==> src/rtl/bus_arbiter.sv <==
// bus_arbiter: guarded multi-channel display bus arbiter with registered bus outputs.
// Define BUS_ARB_RR_EN for round-robin arbitration; otherwise lowest eligible index wins.
module bus_arbiter #(
    parameter int NCH   = 2,
    parameter int DW    = 8,
    parameter int GUARD = 1
) (
    input  logic              clk,
    input  logic              rst,
    input  logic [NCH-1:0]    req,
    input  logic              lock0,
    input  logic [NCH*DW-1:0] data_in,
    input  logic [NCH-1:0]    cs_in,
    input  logic [NCH-1:0]    dc_in,
    input  logic [NCH-1:0]    sd_in,
    output logic [NCH-1:0]    grant,
    output logic              busy,
    output logic [DW-1:0]     data_out,
    output logic              cs,
    output logic              dc,
    output logic              sd
);
    localparam int IW = (NCH > 1) ? $clog2(NCH) : 1;

    typedef enum logic [1:0] {S_IDLE, S_OWN, S_GUARD} state_t;

    state_t          state_q, state_d;
    logic [NCH-1:0]  grant_q, grant_d;
    logic [IW-1:0]   own_q, own_d;
    logic [3:0]      cnt_q, cnt_d;
    logic [DW-1:0]   data_q, data_d;
    logic            cs_q, cs_d, dc_q, dc_d, sd_q, sd_d;
    logic [NCH-1:0]  elig;
    logic [IW-1:0]   win;
    logic            found;
    int              idx;
`ifdef BUS_ARB_RR_EN
    logic [IW-1:0]   ptr_q, ptr_d;
`endif

    assign elig = lock0 ? (req & {{(NCH-1){1'b0}}, 1'b1}) : req;

    always_comb begin
        win   = '0;
        found = 1'b0;
        idx   = 0;
        for (int i = 0; i < NCH; i++) begin
`ifdef BUS_ARB_RR_EN
            idx = (int'(ptr_q) + 1 + i) % NCH;
`else
            idx = i;
`endif
            if (!found && elig[idx]) begin
                found = 1'b1;
                win   = IW'(idx);
            end
        end
    end

    always_comb begin
        state_d = state_q;
        grant_d = grant_q;
        own_d   = own_q;
        cnt_d   = cnt_q;
        data_d  = '0;
        cs_d    = 1'b1;
        dc_d    = 1'b1;
        sd_d    = 1'b0;
`ifdef BUS_ARB_RR_EN
        ptr_d   = ptr_q;
`endif
        case (state_q)
            S_IDLE: if (found) begin
                state_d = S_OWN;
                grant_d = {{(NCH-1){1'b0}}, 1'b1} << win;
                own_d   = win;
`ifdef BUS_ARB_RR_EN
                ptr_d   = win;
`endif
            end
            // Release only once the owner has finished its transaction (cs_in high).
            S_OWN: if (!req[own_q] && cs_in[own_q]) begin
                state_d = (GUARD > 0) ? S_GUARD : S_IDLE;
                grant_d = '0;
                cnt_d   = (GUARD > 0) ? 4'(GUARD - 1) : 4'd0;
            end else begin
                data_d = data_in[own_q*DW +: DW];
                cs_d   = cs_in[own_q];
                dc_d   = dc_in[own_q];
                sd_d   = sd_in[own_q];
            end
            S_GUARD: if (cnt_q == 4'd0) state_d = S_IDLE;
                     else cnt_d = cnt_q - 4'd1;
            default: state_d = S_IDLE;
        endcase
    end

    always_ff @(posedge clk) begin
        if (rst) begin
            state_q <= S_IDLE;
            grant_q <= '0;
            own_q   <= '0;
            cnt_q   <= '0;
            data_q  <= '0;
            cs_q    <= 1'b1;
            dc_q    <= 1'b1;
            sd_q    <= 1'b0;
        end else begin
            state_q <= state_d;
            grant_q <= grant_d;
            own_q   <= own_d;
            cnt_q   <= cnt_d;
            data_q  <= data_d;
            cs_q    <= cs_d;
            dc_q    <= dc_d;
            sd_q    <= sd_d;
        end
    end

`ifdef BUS_ARB_RR_EN
    always_ff @(posedge clk) begin
        if (rst) ptr_q <= IW'(NCH - 1);
        else     ptr_q <= ptr_d;
    end
`endif

    assign grant    = grant_q;
    assign busy     = (state_q != S_IDLE);
    assign data_out = data_q;
    assign cs       = cs_q;
    assign dc       = dc_q;
    assign sd       = sd_q;
endmodule
==> config.mk <==
export PLATFORM = sky130hd
export DESIGN_NAME = bus_arbiter
export DESIGN_NICKNAME = d
export VERILOG_FILES = /design/src/rtl/bus_arbiter.sv
export SDC_FILE = /design/constraint.sdc
export NUM_CORES = 1
export LEC_CHECK = 0
export CELL_PAD_IN_SITES_DETAIL_PLACEMENT = 1
export CELL_PAD_IN_SITES_GLOBAL_PLACEMENT = 1
export CORE_MARGIN = 1.5
export CORE_UTILIZATION = 31
export CTS_CLUSTER_DIAMETER = 150
export DETAILED_ROUTE_END_ITERATION = 10
export GPL_TIMING_DRIVEN = 0
export PLACE_DENSITY_LB_ADDON = 0.1
export REMOVE_ABC_BUFFERS = 1
export SLEW_MARGIN = 20
export SYNTH_ARGS = -nofsm -noshare
export SYNTH_HDL_FRONTEND = slang
export SYNTH_SLANG_ARGS = --single-unit
==> constraint.sdc <==
create_clock -name clk -period 3.3 [get_ports clk]
set_clock_uncertainty 0.15 [all_clocks]
set_input_delay 0.495 -clock clk [delete_from_list [all_inputs] [get_ports clk]]
set_output_delay 0.495 -clock clk [all_outputs]
set_load 0.05 [all_outputs]
## Word level (Yosys, flattened, before mapping)

Cells that the tools add are included.

- Register bits after elaboration: 20
- Bits in latches: 0
- RAM bits: 0
- ROM bits: 0
- Bits of input ports: 27
- Output and inout bits: 14
- Word-level logic and storage cells: 55
- Memories: 0

- $add $sub $neg: 1
- Multiply operators: 0
- Divide/modulo/power cells: 0
- Magnitude comparators: 1
- Equal/unequal tests: 6
- Shifts and indexed selects: 2
- Mux-type cells: 22
- Bitwise gates (word level): 1
- Reductions and logical operators: 14

Operators with widths:

| cell | count |
|---|---|
| 16-bit by 5-bit variable part select with 8-bit output | 1 |
| 2-bit two-way mux | 6 |
| 1-bit two-way mux | 11 |
| 3-bit AND reduction | 3 |
| 4-bit two-way mux | 2 |
| 2-bit inequality test (second input constant) | 4 |
| 4-bit one-hot mux with 2 select lines | 1 |
| 2-bit one-hot mux with 3 select lines | 1 |
| 2-bit nonzero test | 3 |
| 4-bit zero test | 1 |
| 2-bit one-hot mux with 2 select lines | 1 |
| 4-bit by 1-bit subtractor with 4-bit output (second input constant) | 1 |
| 3-bit OR reduction | 1 |
| 2-bit by 1-bit == test with 1-bit output (second input constant) | 1 |
| 2-bit == test (second input constant) | 1 |
| 1-bit logical AND | 2 |
| 1-bit zero test | 2 |
| 2-bit zero test | 1 |
| 1-bit by 2-bit less-than comparator with 1-bit output (second input constant) | 1 |
| 2-bit AND reduction | 1 |
| 1-bit by 1-bit left shift with 2-bit output (first input constant) | 1 |
| 1-bit inverter | 1 |

## Longest topological paths before layout

- Word-level depth: 8
- Mapped depth: 6
- Mapped depth without buffers: 6

## Least setup slack after synthesis

No wires, ideal clock.

- Path kind: register to register
- Start: register cnt_q[0]
- End: register cnt_q[0]
- Library setup time: 87 ps
- Arrival time: 1388 ps
- Required time: 3063 ps
- Setup slack: 1675 ps
- Stages on the path, launching flop included: 7
- Path buffers: 0
- Period minus slack after synthesis: 1625 ps
- Cells stage by stage: dfxtp_1 > inv_1 > ha_1 > inv_1 > o311a_1 > or4_1 > o31ai_1

- Word-level cells in the longest chain between the ends: 3
- Elaborated cells on any way between the ends: 6
- Classes of those cells: add/sub (1); eq/ne (1); mux (2); reduce/logical (2)

RTL lines:

| what | RTL line | RTL |
|---|---|---|
| start: declaration | 30 | `logic [3:0] cnt_q, cnt_d;` |
| start signal: assignment | 112 | `cnt_q <= cnt_d;` |
| 4-bit by 1-bit subtractor with 4-bit output or 4-bit zero test (tied branches) | 93, 92 |  |
| 4-bit two-way mux or 2-bit inequality test (tied branches) | n/a |  |
| 4-bit one-hot mux with 2 select lines or 3-bit AND reduction (tied branches) | n/a |  |

Several ways; a longest one is shown, not always the timed one. The select of a mux whose other input is x is not followed.
A chain may end at the register's enable or synchronous reset.

## Final worst setup path

- Start: register state_q[1]
- End: output port busy

- Word-level cells in the longest chain between the ends: 1

RTL lines:

| what | RTL line | RTL |
|---|---|---|
| start: declaration | 27 | `state_t state_q, state_d;` |
| start signal: assignment | 109 | `state_q <= state_d;` |
| 2-bit nonzero test | 128 | `assign busy = (state_q != S_IDLE);` |
| end: declaration | 17 | `output logic busy,` |

Every way passes these cells.

==> impl_metrics.py <==
metrics = {
    "finish": {
        "syn2layout_area_growth_pct": 48.3,
        "final_nets": 162,
        "drive_above_1_share_pct": 4.51,
        "antenna_cells": 0,
        "final_common_cell": "clkdlybuf4s50_1",
        "final_cell_mix": "clkdlybuf4s50_1, dfxtp_1, nor2_1",
    },
    "route": {
        "drc": 0,
        "wirelength_um": 2300,
        "via_per_inst": 5.21,
        "drt_iter0_drc": 13,
        "wl_per_cell_um": 14.0,
        "vias": 854,
        "drt_pass1_iterations": 2,
        "ant_nets": 0,
    },
    "sta": {
        "drv_slew": 0,
        "setup_viol_count_final": 0,
        "slew_headroom_pct": 44.5,
        "finalHoldViolations": 0,
        "tns_ns": 0,
        "fmax_mhz": 402,
        "tightest_slew_ns": 0.831,
        "rsz0062_at_grt": "false",
        "post-route-period-util_pct": 75.4,
        "layout_min_cycle_time_ns": 2.49,
    },
    "logic_synthesis": {
        "syn_inst": 95,
        "ys_ff_latch": 20,
        "yosys.cell_types.count": 36,
        "synth_edf_count": 0,
        "synth.area.top_cells": "dfxtp_1, mux2i_1, nor2_1, nand3_1, inv_1",
        "ys_async_sr_fraction_pct": 0,
        "yosysTopAreaCell": "dfxtp_1",
        "netlist_area_sq_um": 903,
        "yosysTopAreaCellShare_pct": 44.3,
        "yosysSeqAreaShare_pct": 44.3,
        "yosysWarnings": 0,
        "avgSynthCellArea_sq_um": 9.51,
        "synthFlopType": "dfxtp_1",
    },
    "die": {
        "std_cell_rows": 19,
        "die_w_um": 57.0,
        "die_h_um": 57.0,
        "design.core.area_sq_mm": 0.00276,
        "start_util_pct": 32.8,
        "pin_count": 41,
        "die-area_sq_mm": 0.00325,
    },
    "place": {
        "dp_hpwl_um": 1770,
        "gp_congestion": 0.751,
        "port_buffers": 40,
    },
    "worst_setup_path": {
        "critPathArrivalTime_ns": 1.84,
        "crit_fanout": 12,
        "worstPathRequired_ns": 2.65,
        "worstSetupPathType": "flop to output pin",
        "endpoint_kind": "output pin",
        "max_stage_delay_ns": 0.79,
        "path_cells": "nor2_1, inv_1, clkdlybuf4s50_1",
        "cp_slowest_cell": "clkdlybuf4s50_1",
        "startpoint_type": "flop",
    },
    "global_routing": {
        "grt_antenna_before_repair": 0,
        "grt_max_degree": 19,
        "grtUsageMet1_pct": 18.8,
        "gr-usage-met3_pct": 3.63,
        "met2_usage_pct": 23.8,
        "track_usage_pct": 14.6,
        "grt-busiest-layer": "met2",
        "grt_pass1_wl_um": 3780,
        "grt_pass1_vias": 852,
        "overflow": 0,
    },
    "power": {
        "vdd_ir_drop_max_v": 0.000294,
        "power.total_mw": 0.577,
        "leakagePower_nw": 0.489,
        "p_per_area_mw_per_mm2": 430,
    },
    "clocking": {
        "postCtsResizedCells": 0,
        "path_clk_slew_ns": 0.12,
        "h-tree-depth": 1,
        "root_buffer": "clkbuf_4",
        "clockBufferDepth": 2,
        "hold_buffers": 0,
        "clock_latency_ns": 0.30,
        "cts_tree": "yes",
        "clkSinkCount": 20,
        "cts_setup_buffers": 0,
        "cts_buffers": 3,
    },
    "hold_path": {
        "hold_class": "flop to flop",
    },
    "flow_run": {
        "maxCapViolations": 0,
    },
    "run_status": {
        "status": "finished clean",
    },
}
through the flow:
step	hold WS, ns	setup slack, ns	area (sq um)	utilization, %	instances
after floorplan	0.312	1.41	848	-	89
after global placement	0.340	0.797	1290	46.7	160
after detailed placement	0.354	0.776	1290	46.7	160
after CTS	0.377	0.776	1340	48.6	164
after global routing	0.402	0.700	1340	48.6	164
final	0.368	0.812	1340	48.6	164
where the power goes:
| group | internal (mW) | switching (mW) | leakage (nW) |
|---|---|---|---|
| combinational | 0.0565 | 0.0589 | 0.299 |
| clock | 0.123 | 0.0758 | 0.0279 |
| sequential | 0.251 | 0.0114 | 0.163 |
final timing paths:
check                          startpoint                    end  slack [ns]  cells past startpoint
setup / recovery  state_q[1]$_SDFFE_PP0P_                   busy        0.81                      3
hold / removal      grant[1]$_SDFFE_PP0P_  grant[1]$_SDFFE_PP0P_        0.37                      2
setup reg to reg       own_q$_SDFFE_PP0P_          dc$_SDFF_PP1_        0.95                      4
hold reg to reg     grant[1]$_SDFFE_PP0P_  grant[1]$_SDFFE_PP0P_        0.37                      2
area by class of cell:
type	count	area [sq um]
clock buffers	3	22.5
clock inverters	1	30.0
fillers	334	1420
inverters	6	22.5
multi-input cells	63	425
flip-flops and latches	20	400
well taps	31	38.8
repair buffers	40	400
routing by layer:
layer  wire (um)  share of wire [%]
met5           0                  0
met4          18               0.78
met3         174                7.6
met2        1070                 47
met1        1030                 45
registers in the layout, indices dropped and copies added (netlist names):
signal,cells
cnt_q,4
own_q,1
sd,1
dc,1
grant,2
cs,1
state_q,2
data_out,8
cells in the mapped netlist, types with 2 or more instances:
cell type,n
a21oi_1,3
nor2_1,13
dfxtp_1,20
nand2_1,3
mux2i_1,9
buf_2,2
nand3_1,6
inv_1,6
or4_1,2
a31oi_1,3
a211o_1,2
nor2b_1,2
critical path: cells and delay by family (launching register included):
kind	cells	cell delay, ns
flops	1	0.55
simple gates	1	0.13
buf+inv	2	0.86
cells by family (layout without fill, tap and decap cells):
kind of cell	after synthesis	count (layout)	share of synthesized area (%)
flip-flops	20	20	44.3
AND/OR/NAND/NOR	34	34	19.7
adder cells (fa/ha/maj)	1	1	1.38
multiplexers	9	9	9.97
buffers and inverters	12	50	8.59
AO/OA/AOI/OAI	19	19	16.1
No activity file was read; power rests on OpenSTA's default activity.
